$ cat config.mk
export PLATFORM = sky130hd
export DESIGN_NAME = fetch_packet_splitter
export DESIGN_NICKNAME = d
export VERILOG_FILES = /design/src/rtl/fetch_packet_splitter_pkg.sv /design/src/rtl/fetch_packet_splitter_lsb_priority_encoder.sv /design/src/rtl/fetch_packet_splitter.sv
export SDC_FILE = /design/constraint.sdc
export NUM_CORES = 1
export LEC_CHECK = 0
export CAP_MARGIN = 25
export CORE_MARGIN = 2
export CORE_UTILIZATION = 45
export CTS_CLUSTER_DIAMETER = 100
export CTS_CLUSTER_SIZE = 40
export DETAILED_ROUTE_END_ITERATION = 10
export PLACE_DENSITY = 0.79
export SYNTH_ARGS = -nofsm -noshare
export SYNTH_HDL_FRONTEND = slang
export SYNTH_SLANG_ARGS = --single-unit
$ cat constraint.sdc
create_clock -name clk -period 11.1 [get_ports clk]
set_clock_uncertainty 0.2 [all_clocks]
set_input_delay 1.11 -clock clk [delete_from_list [all_inputs] [get_ports clk]]
set_output_delay 1.11 -clock clk [all_outputs]
set_load 0.02 [all_outputs]
$ cat src/rtl/fetch_packet_splitter_pkg.sv
// Shared types for the fetch-to-instruction-fifo path: the {pc, inst} entry
// that the splitter produces and that the fifo and decode consume.
package fetch_packet_splitter_pkg;

    localparam int FP_ADDR_WIDTH     = 32;
    localparam int FP_INST_WIDTH     = 32;
    localparam int FP_FETCH_WIDTH    = 4;
    localparam int FP_INST_BYTES     = 4;
    localparam int FETCH_ENTRY_WIDTH = FP_ADDR_WIDTH + FP_INST_WIDTH;

    typedef struct packed {
        logic [FP_ADDR_WIDTH-1:0] pc;
        logic [FP_INST_WIDTH-1:0] inst;
    } fetch_entry_t;

endpackage

$ cat src/rtl/fetch_packet_splitter_lsb_priority_encoder.sv
// Finds the lowest set bit of a mask, returning its index, a one-hot copy of
// that bit and whether any bit is set.
module lsb_priority_encoder #(
    parameter int WIDTH = 4
) (
    input  logic [WIDTH-1:0]         mask,
    output logic [$clog2(WIDTH)-1:0] index,
    output logic                     any,
    output logic [WIDTH-1:0]         onehot
);

    localparam int IDX_W = $clog2(WIDTH);

    // Scan from the top down so the lowest set bit wins last.
    always_comb begin
        index = '0;
        for (int i = WIDTH - 1; i >= 0; i--) begin
            if (mask[i]) begin
                index = IDX_W'(i);
            end
        end
    end

    assign onehot = mask & (~mask + WIDTH'(1));
    assign any    = |mask;

endmodule

$ cat src/rtl/fetch_packet_splitter.sv
// Holds one fetch packet and emits its valid slots, lowest index first, one
// {pc, inst} entry per cycle into the instruction fifo push port.
module fetch_packet_splitter
    import fetch_packet_splitter_pkg::*;
#(
    parameter int FETCH_WIDTH = FP_FETCH_WIDTH,
    parameter int INST_WIDTH  = FP_INST_WIDTH,
    parameter int ADDR_WIDTH  = FP_ADDR_WIDTH,
    parameter int INST_BYTES  = FP_INST_BYTES
) (
    input  logic                              clk,
    input  logic                              rst,
    input  logic                              flush,
    input  logic                              pkt_valid,
    output logic                              pkt_ready,
    input  logic [ADDR_WIDTH-1:0]             pkt_pc,
    input  logic [FETCH_WIDTH*INST_WIDTH-1:0] pkt_inst,
    input  logic [FETCH_WIDTH-1:0]            pkt_mask,
    output logic [ADDR_WIDTH+INST_WIDTH-1:0]  fifo_data_in,
    output logic                              fifo_push,
    input  logic                              fifo_full,
    output logic                              busy
);

    localparam int IDX_W = $clog2(FETCH_WIDTH);

    logic                              hold_valid;
    logic [ADDR_WIDTH-1:0]             hold_pc;
    logic [FETCH_WIDTH*INST_WIDTH-1:0] hold_inst;
    logic [FETCH_WIDTH-1:0]            rem_mask;

    logic [IDX_W-1:0]       cur;
    logic                   rem_any;
    logic [FETCH_WIDTH-1:0] cur_onehot;
    logic                   last;
    logic                   accept;
    logic [ADDR_WIDTH-1:0]  cur_pc;
    logic [INST_WIDTH-1:0]  cur_inst;

    lsb_priority_encoder #(
        .WIDTH (FETCH_WIDTH)
    ) u_slot_sel (
        .mask   (rem_mask),
        .index  (cur),
        .any    (rem_any),
        .onehot (cur_onehot)
    );

    assign busy      = hold_valid && rem_any;
    assign fifo_push = busy && !fifo_full && !flush;
    assign last      = fifo_push && ((rem_mask & ~cur_onehot) == '0);
    assign pkt_ready = !flush && (!busy || last);
    assign accept    = pkt_valid && pkt_ready;

    // PC offset wraps naturally at ADDR_WIDTH bits.
    assign cur_pc       = hold_pc + (ADDR_WIDTH'(cur) * ADDR_WIDTH'(INST_BYTES));
    assign cur_inst     = hold_inst[cur*INST_WIDTH +: INST_WIDTH];
    assign fifo_data_in = {cur_pc, cur_inst};

    // A new accept replaces whatever the final push would have cleared.
    always_ff @(posedge clk) begin
        if (rst || flush) begin
            hold_valid <= 1'b0;
            rem_mask   <= '0;
        end else if (accept) begin
            hold_pc    <= pkt_pc;
            hold_inst  <= pkt_inst;
            rem_mask   <= pkt_mask;
            hold_valid <= (pkt_mask != '0);
        end else if (fifo_push) begin
            rem_mask <= rem_mask & ~cur_onehot;
            if (last) begin
                hold_valid <= 1'b0;
            end
        end
    end

endmodule

**Word-level counts from Yosys, hierarchy flattened**

Cells that the tools add are included.

- Flip-flop bits (word level): 165
- Latch bits: 0
- RAM bits: 0
- ROM bits: 0
- Input bits: 169
- Memories kept: 0

- Add/sub/neg operators: 2
- Multiply operators: 0
- Div/mod/pow operators: 0
- $lt $le $gt $ge: 0
- Eq/ne operators: 0
- Shifts and indexed selects: 1
- Multiplexer cells: 9
- Bitwise operators: 5
- Reductions and logical operators: 18

Operator list:

| operator | count |
|---|---|
| $shiftx 128x8->32 | 1 |
| $add 32x4->32 | 1 |
| $and 4x4->4 | 2 |
| $mux 2 | 4 |
| $mux 4 | 2 |
| $not 4->4 | 2 |
| $logic_and 1x1->1 | 6 |
| $add 4x1->4 const B | 1 |
| $logic_not 4->1 | 1 |
| $reduce_and 2->1 | 2 |
| $reduce_bool 2->1 | 2 |
| $reduce_bool 4->1 | 1 |
| $reduce_or 4->1 | 1 |
| $logic_not 1->1 | 3 |
| $mux 1 | 3 |
| $logic_or 1x1->1 | 2 |
| $not 1->1 | 1 |

**Longest topological paths before layout**

Gate-level depths: netlist (run 1).

- Word-level depth: 12
- Mapped depth: 12

**Modules after synthesis**

From an unflattened synthesis (run 1), not the netlist that was laid out.

- Cells, all modules: 341
- Area total of the unflattened synthesis: 6,592.6 sq um

By module, submodules not included:

| module | instances | cells each | area an instance (sq um) | seq. area each (sq um) |
|---|---|---|---|---|
| fetch_packet_splitter | 1 | 331 | 6,533.8 | 4,904.7 |
| lsb_priority_encoder | 1 | 10 | 58.8 | 0.0 |

**Worst setup path after synthesis (run 1)**

Ideal clock, no wire load.

- Kind: input port to flip-flop
- From: input port fifo_full
- To: register hold_inst[0] (enable)
- Arrival time: 8.375 ns
- Path slack: 1.842 ns
- Cell stages on the path: 4
- Path buffers: 0
- Path through: nor4_1 o21a_1 nand2_1 nor2_1

- Cells in the longest elaborated chain, start to end: 8

Ends and longest elaborated chain:

| element | line | source |
|---|---|---|
| start, declared | fetch_packet_splitter.sv:21 | `input logic fifo_full,` |
| $logic_not 1->1 | fetch_packet_splitter.sv:50 | `assign fifo_push = busy && !fifo_full && !flush;` |
| $logic_and 1x1->1 (2 in a row) | fetch_packet_splitter.sv:50 |  |
| $logic_and 1x1->1 | fetch_packet_splitter.sv:51 | `assign last = fifo_push && ((rem_mask & ~cur_onehot) == '0);` |
| $logic_or 1x1->1 | fetch_packet_splitter.sv:52 | `assign pkt_ready = !flush && (!busy \|\| last);` |
| $logic_and 1x1->1 | fetch_packet_splitter.sv:52 |  |
| $logic_and 1x1->1 | fetch_packet_splitter.sv:53 | `assign accept = pkt_valid && pkt_ready;` |
| $reduce_and 2->1 (no source line) | n/a |  |
| end signal, assigned | fetch_packet_splitter.sv:67 | `hold_inst <= pkt_inst;` |
| end, declared | fetch_packet_splitter.sv:29 | `logic [FETCH_WIDTH*INST_WIDTH-1:0] hold_inst;` |

No other way between the ends.
A chain may end at the register's enable or synchronous reset.

**Worst setup path in the final report (run 1)**

- From: register rem_mask[3]
- To: output port fifo_data_in[60]

- Cells in the longest elaborated chain, start to end: 5

Ends and longest elaborated chain:

| element | line | source |
|---|---|---|
| start, declared | fetch_packet_splitter.sv:30 | `logic [FETCH_WIDTH-1:0] rem_mask;` |
| start signal, assigned | fetch_packet_splitter.sv:68 | `rem_mask <= pkt_mask;` |
| start signal, assigned | fetch_packet_splitter.sv:71 | `rem_mask <= rem_mask & ~cur_onehot;` |
| $mux 2 (4 in a row) | fetch_packet_splitter_lsb_priority_encoder.sv:18 | `if (mask[i]) begin` |
| $add 32x4->32 | fetch_packet_splitter.sv:56 | `assign cur_pc = hold_pc + (ADDR_WIDTH'(cur) * ADDR_WIDTH'(INST_BYTES));` |
| end, declared | fetch_packet_splitter.sv:19 | `output logic [ADDR_WIDTH+INST_WIDTH-1:0] fifo_data_in,` |

No other way between the ends.

==> results.tsv, run 1 <==
metric	value	unit
start_util	45.77	%
yosysUniqueCellTypes	43	
yosysTopAreaCellShare	69.57	%
port_buffers	235	
grt_pass1_wl	22210	um
synth_ff_type	edfxtp_1	
path_max_fanout	26	
grt_pass1_vias	4442	
fin_crit	5.217	ns
ctsResizeCount	0	
r2r_slack	8.28	ns
clk_latency	0.42	ns
die_h	127.9	um
holdWs	0.3608	ns
holdPathEnd	rem_mask[2]$_SDFFE_PP0P_	
switching_share	21.03	%
cp-start-kind	flip-flop	
avgSynthCellArea	17.05	um2
worstHoldPathCells	2	
cts_tree	done	
die_w	127.9	um
multi_input_area	1868	um2
drive_gt1_share	7.100	%
regArea	4905	um2
cts-root-buf	clkbuf_16	
internal-power	1.148	mW
pin_count	236	
irDropWorstVdd	0.1138	mV
ys_seq_area_share	71.01	%
hpwl	10610	um
postCtsHoldBufs	0	
arrival	3.91	ns
switchingPower	305.6	uW
via_per_inst	5.104	
p_total	1.454	mW
crit_required	9.79	ns
gp_congestion	0.8802	
fin_cells	850	
startpoint	rem_mask[3]$_SDFFE_PP0P_	
cts.htree.levels	4	
nFillCells	1046	
rsz0062_at_grt	no	
drt_iter0_drc	267	
antenna_found_initial	0	
synth_common_cells	edfxtp_1, mux2i_1, xnor2_1	
yosys.cell_count.top_type	edfxtp_1	
ys_ff_latch	165	
syn2layout_area_growth	45.09	%
r2r-start	rem_mask[0]$_SDFFE_PP0P_	
grt_overflow	0	
r2r_cells	5	
status	finished, final reports clean	
power_leakage	3.755	nW
hold_start	rem_mask[2]$_SDFFE_PP0P_	
grt_max_degree	83	
worst_pin_slew	0.9890	ns
clkPwrFrac	41.1	%
core	15090	um2
hold_viol_final	0	
cap_violations	0	
synth_area_leaders	edfxtp_1, mux2i_1, xnor2_1, dfxtp_1, nand3_1	
critPathCaptureType	output pin	
final_antenna_net_count	0	
setup_viol	0	
synth_edf_count	160	
netlist_area	6907	um2
fin_area	10020	um2
wirelength	14700	um
grt_use_total	18.26	%
drt_first_pass_iters	5	
p_per_area	145.1	nW/um2
slew_viol_final	0	
max_freq	191.7	MHz
dpl_worst_slack	6.330	ns
seq_power_share	49.0	%
syn_inst	405	
finalCritPeriodShare	47.00	%
vias	4338	
cts_setup_buffers	0	
yosysTopAreaCell	edfxtp_1	
final_util	66.41	%
timing.slew.headroom	34.07	%
place_area	9420	um2
post-route-drc-count	0	
fin_ws	5.883	ns
critPathKind	flip-flop to output pin	
share_comb_of_total_power	9.9	%
rr_endpoint	hold_inst[45]$_DFFE_PP_	
cts.clk_slew.worst_paths	0.07	ns
yosys_warnings	0	
final_nets	821	
die_area	16350	um2
antenna_cells	0	
hold_class	flip-flop to flip-flop	
async_flop_share	0	%
fin_tns_setup	0	ns
clock_path_buffers	2	
cts_made_buffers	17	
synth_nets	577	
routedWlPerCell	17.29	um
rows	45	
dp.cells	818	
cts.sinks	165	
-- per-layer routing --
metal	routed length, um	part of all wire (%)	track usage, %	vias to the layer above
li1	-	-	-	2060
met3	1186	8.1	6.594	20
met4	265	1.8	6.723	0
met5	0	0	0	-
met1	5764	39	20.88	2055
met2	7479	51	31.58	203
-- power by group through the flow --
stage | clock network, mW | registers (mW) | logic, mW
CTS | 0.612 | 0.712 | 0.146
detailed placement | 0 | 0.725 | 0.145
global route | 0.638 | 0.713 | 0.153
finish | 0.598 | 0.712 | 0.144
floorplan | 0 | 0.728 | 0.0538
global placement | 0 | 0.724 | 0.143
-- area by class of cell --
type                    instances  share of cell area (%)
inverters                       8                  0.2997
well taps                     188                   2.347
repair buffers                239                   23.77
multi-input cells             218                   18.64
flip-flops and latches        165                   48.94
clock inverters                14                   1.711
clock buffers                  18                   4.283
-- logic make-up (layout without fill, tap and decap cells) --
kind of cell / after synthesis / count (layout) / share of synthesized area, %
multiplexers: 96 / 96 / 13.91
AND/OR/NAND/NOR: 69 / 69 / 6.322
flip-flops: 165 / 165 / 71.01
buffers and inverters: 22 / 279 / 2.156
XOR/XNOR: 28 / 28 / 3.551
AO/OA/AOI/OAI: 21 / 21 / 2.247
adder cells (fa/ha/maj): 4 / 4 / 0.7971
-- placed cells by master (no fill, tap or decap), types with 2 or more instances in the layout --
cell type          n
edfxtp_1         160
nand2b_1           2
nor4_1             2
ha_1               2
xor2_1             5
inv_6              4
or2_2              2
inv_1              8
bufinv_16          3
nand4_4            2
a21oi_1            4
o21a_1             3
clkinv_2           3
nor2_4             2
buf_4              4
nor2_1            11
o221ai_1           2
clkdlybuf4s50_1  235
nand2_1           11
dfxtp_1            5
clkbuf_16         17
nand4_1            7
nor3_1             2
nor4_4             2
and4_1             2
xnor2_1           23
nor2b_1            2
o211ai_1           4
nand3_1           13
and3_1             4
mux2i_1           96
-- critical path, stage by stage (launching register included) --
cell             delay [ns]
dfxtp_1                0.47
nor2b_1                0.27
o21bai_4               0.32
inv_1                  0.15
ha_1                   0.19
inv_1                  0.06
fa_1                   0.45
nand2b_1               0.23
nor4_4                 0.36
nand4_1                0.18
xnor2_1                0.17
clkdlybuf4s50_1        0.63
-- flip-flops by register name, indices dropped and copies added, names as in the netlist --
register    count
hold_pc        32
hold_valid      1
hold_inst     128
rem_mask        4
-- worst max path at each step --
stage | to | cells after the start | slack, ns
after floorplan | hold_inst[0]$_DFFE_PP_ | 4 | 1.84
after global placement | fifo_data_in[60] | 11 | 6.46
after detailed placement | fifo_data_in[60] | 11 | 6.33
after CTS | fifo_data_in[60] | 11 | 5.84
after global routing | fifo_data_in[62] | 11 | 5.65
final | fifo_data_in[60] | 11 | 5.88
Power figures use the tool's default switching activity.
==> run 2: changes to the inputs <==
- clock period: 11.1 -> 5.3 ns (I/O delays scaled with it)
==> run 2 against run 1 <==
Critical path depth down 2. Cell count up 0.24%. Register-to-register slack worse by 5.8 ns. Final area about the same. Total power up 110%. Via count about the same. Sequential cell count unchanged. Combinational power up 110%. Highest routed layer unchanged.
==> results.tsv, run 2 (synthesis results as in run 1) <==
metric	value	unit
port_buffers	235	
gp_congestion	0.8591	
syn2layout_area_growth	45.11	%
cts.sinks	165	
switchingPower	664.1	uW
top_regs	hold_inst: 128 flops, hold_pc: 32 flops, rem_mask: 4 flops	
ctsResizeCount	0	
arrival	3.62	ns
clock_path_buffers	2	
post-route-drc-count	0	
rows	45	
clkPwrFrac	39.8	%
clk_latency	0.42	ns
die_area	16350	um2
routedWlPerCell	17.92	um
fin_tns_setup	0	ns
place_area	9428	um2
core	15090	um2
status	finished, final reports clean	
cts_setup_buffers	0	
drive_gt1_share	7.530	%
holdWs	0.3647	ns
slew_viol_final	0	
hold_class	flip-flop to flip-flop	
p_total	2.981	mW
critPathKind	flip-flop to output pin	
cts_tree	done	
p_per_area	297.5	nW/um2
fin_area	10020	um2
internal-power	2.317	mW
grt_use_total	18.85	%
path_max_fanout	33	
hold_start	rem_mask[2]$_SDFFE_PP0P_	
crit_required	4.57	ns
r2r-start	rem_mask[0]$_SDFFE_PP0P_	
largest-register	hold_inst	
postCtsHoldBufs	0	
power_leakage	3.760	nW
dpl_worst_slack	1.387	ns
rsz0062_at_grt	no	
largest_reg_flops	128	
critPathCaptureType	output pin	
setup_viol	0	
grt_max_degree	93	
vias	4336	
max_freq	230.0	MHz
die_h	127.9	um
via_per_inst	5.089	
worst_pin_slew	0.8644	ns
pin_count	236	
cts.clk_slew.worst_paths	0.07	ns
final_nets	823	
final_common_cell	clkdlybuf4s50_1	
cts.htree.levels	4	
startpoint	rem_mask[0]$_SDFFE_PP0P_	
grt_overflow	0	
fin_ws	0.9521	ns
drt_first_pass_iters	5	
share_comb_of_total_power	10.2	%
antenna_found_initial	0	
drt_iter0_drc	267	
cap_violations	0	
cp-start-kind	flip-flop	
wirelength	15270	um
switching_share	22.28	%
cts_made_buffers	17	
hpwl	10860	um
antenna_cells	0	
final_antenna_net_count	0	
cts-root-buf	clkbuf_16	
irDropWorstVdd	0.2064	mV
grt_pass1_wl	23200	um
grt_pass1_vias	4566	
die_w	127.9	um
hold_viol_final	0	
seq_power_share	50.0	%
fin_crit	4.348	ns
finalCritPeriodShare	82.04	%
start_util	45.77	%
most-common-layout-cells	clkdlybuf4s50_1, edfxtp_1, mux2i_1	
timing.slew.headroom	42.37	%
[run 2: power groups by stage]
stage                     combinational (mW)  clock [mW]  sequential [mW]
after floorplan                        0.113           0             1.52
after global placement                 0.297           0             1.52
after detailed placement               0.303           0             1.52
after CTS                              0.306        1.21             1.49
after global routing                   0.324        1.26             1.49
final                                  0.304        1.19             1.49
[run 2: cell type report]
cell class	instances	area, um2
Multi-Input combinational cell	218	1868
Sequential cell	165	4905
Fill cell	1055	5067
Clock buffer	17	425.4
Timing Repair Buffer	241	2417
Inverter	8	30.03
Tap cell	188	235.2
Clock inverter	15	141.4
[run 2: layer usage]
layer	track usage, %	vias up	part of all wire, %
met5	0	-	0
met4	4.977	0	1.1
met3	7.137	13	7.7
met2	33.69	180	51
met1	21.21	2081	40
li1	-	2062	-
[run 2: final timing paths]
check                           depth (start not counted)                  endpoint  slack, ns
worst max-delay path                                    9          fifo_data_in[57]       0.95
worst min-delay path                                    2  rem_mask[2]$_SDFFE_PP0P_       0.36
worst max register to register                          5     hold_pc[17]$_DFFE_PP_       2.53
worst min register to register                          2  rem_mask[2]$_SDFFE_PP0P_       0.36
[run 2: stage by stage]
stage	utilization, %	std cells
floorplan	-	405
global placement	62.48	819
detailed placement	62.48	819
CTS	66.24	851
global route	66.42	852
finish	66.42	852
[run 2: worst max-delay path, cell delays in order (launching register included)]
cell	delay, ns
dfxtp_1	0.36
or2_2	0.35
nor2_4	0.12
buf_4	0.54
ha_1	0.36
a21o_1	0.20
and3_1	0.33
nand3_1	0.17
xnor2_1	0.13
clkdlybuf4s50_1	0.62
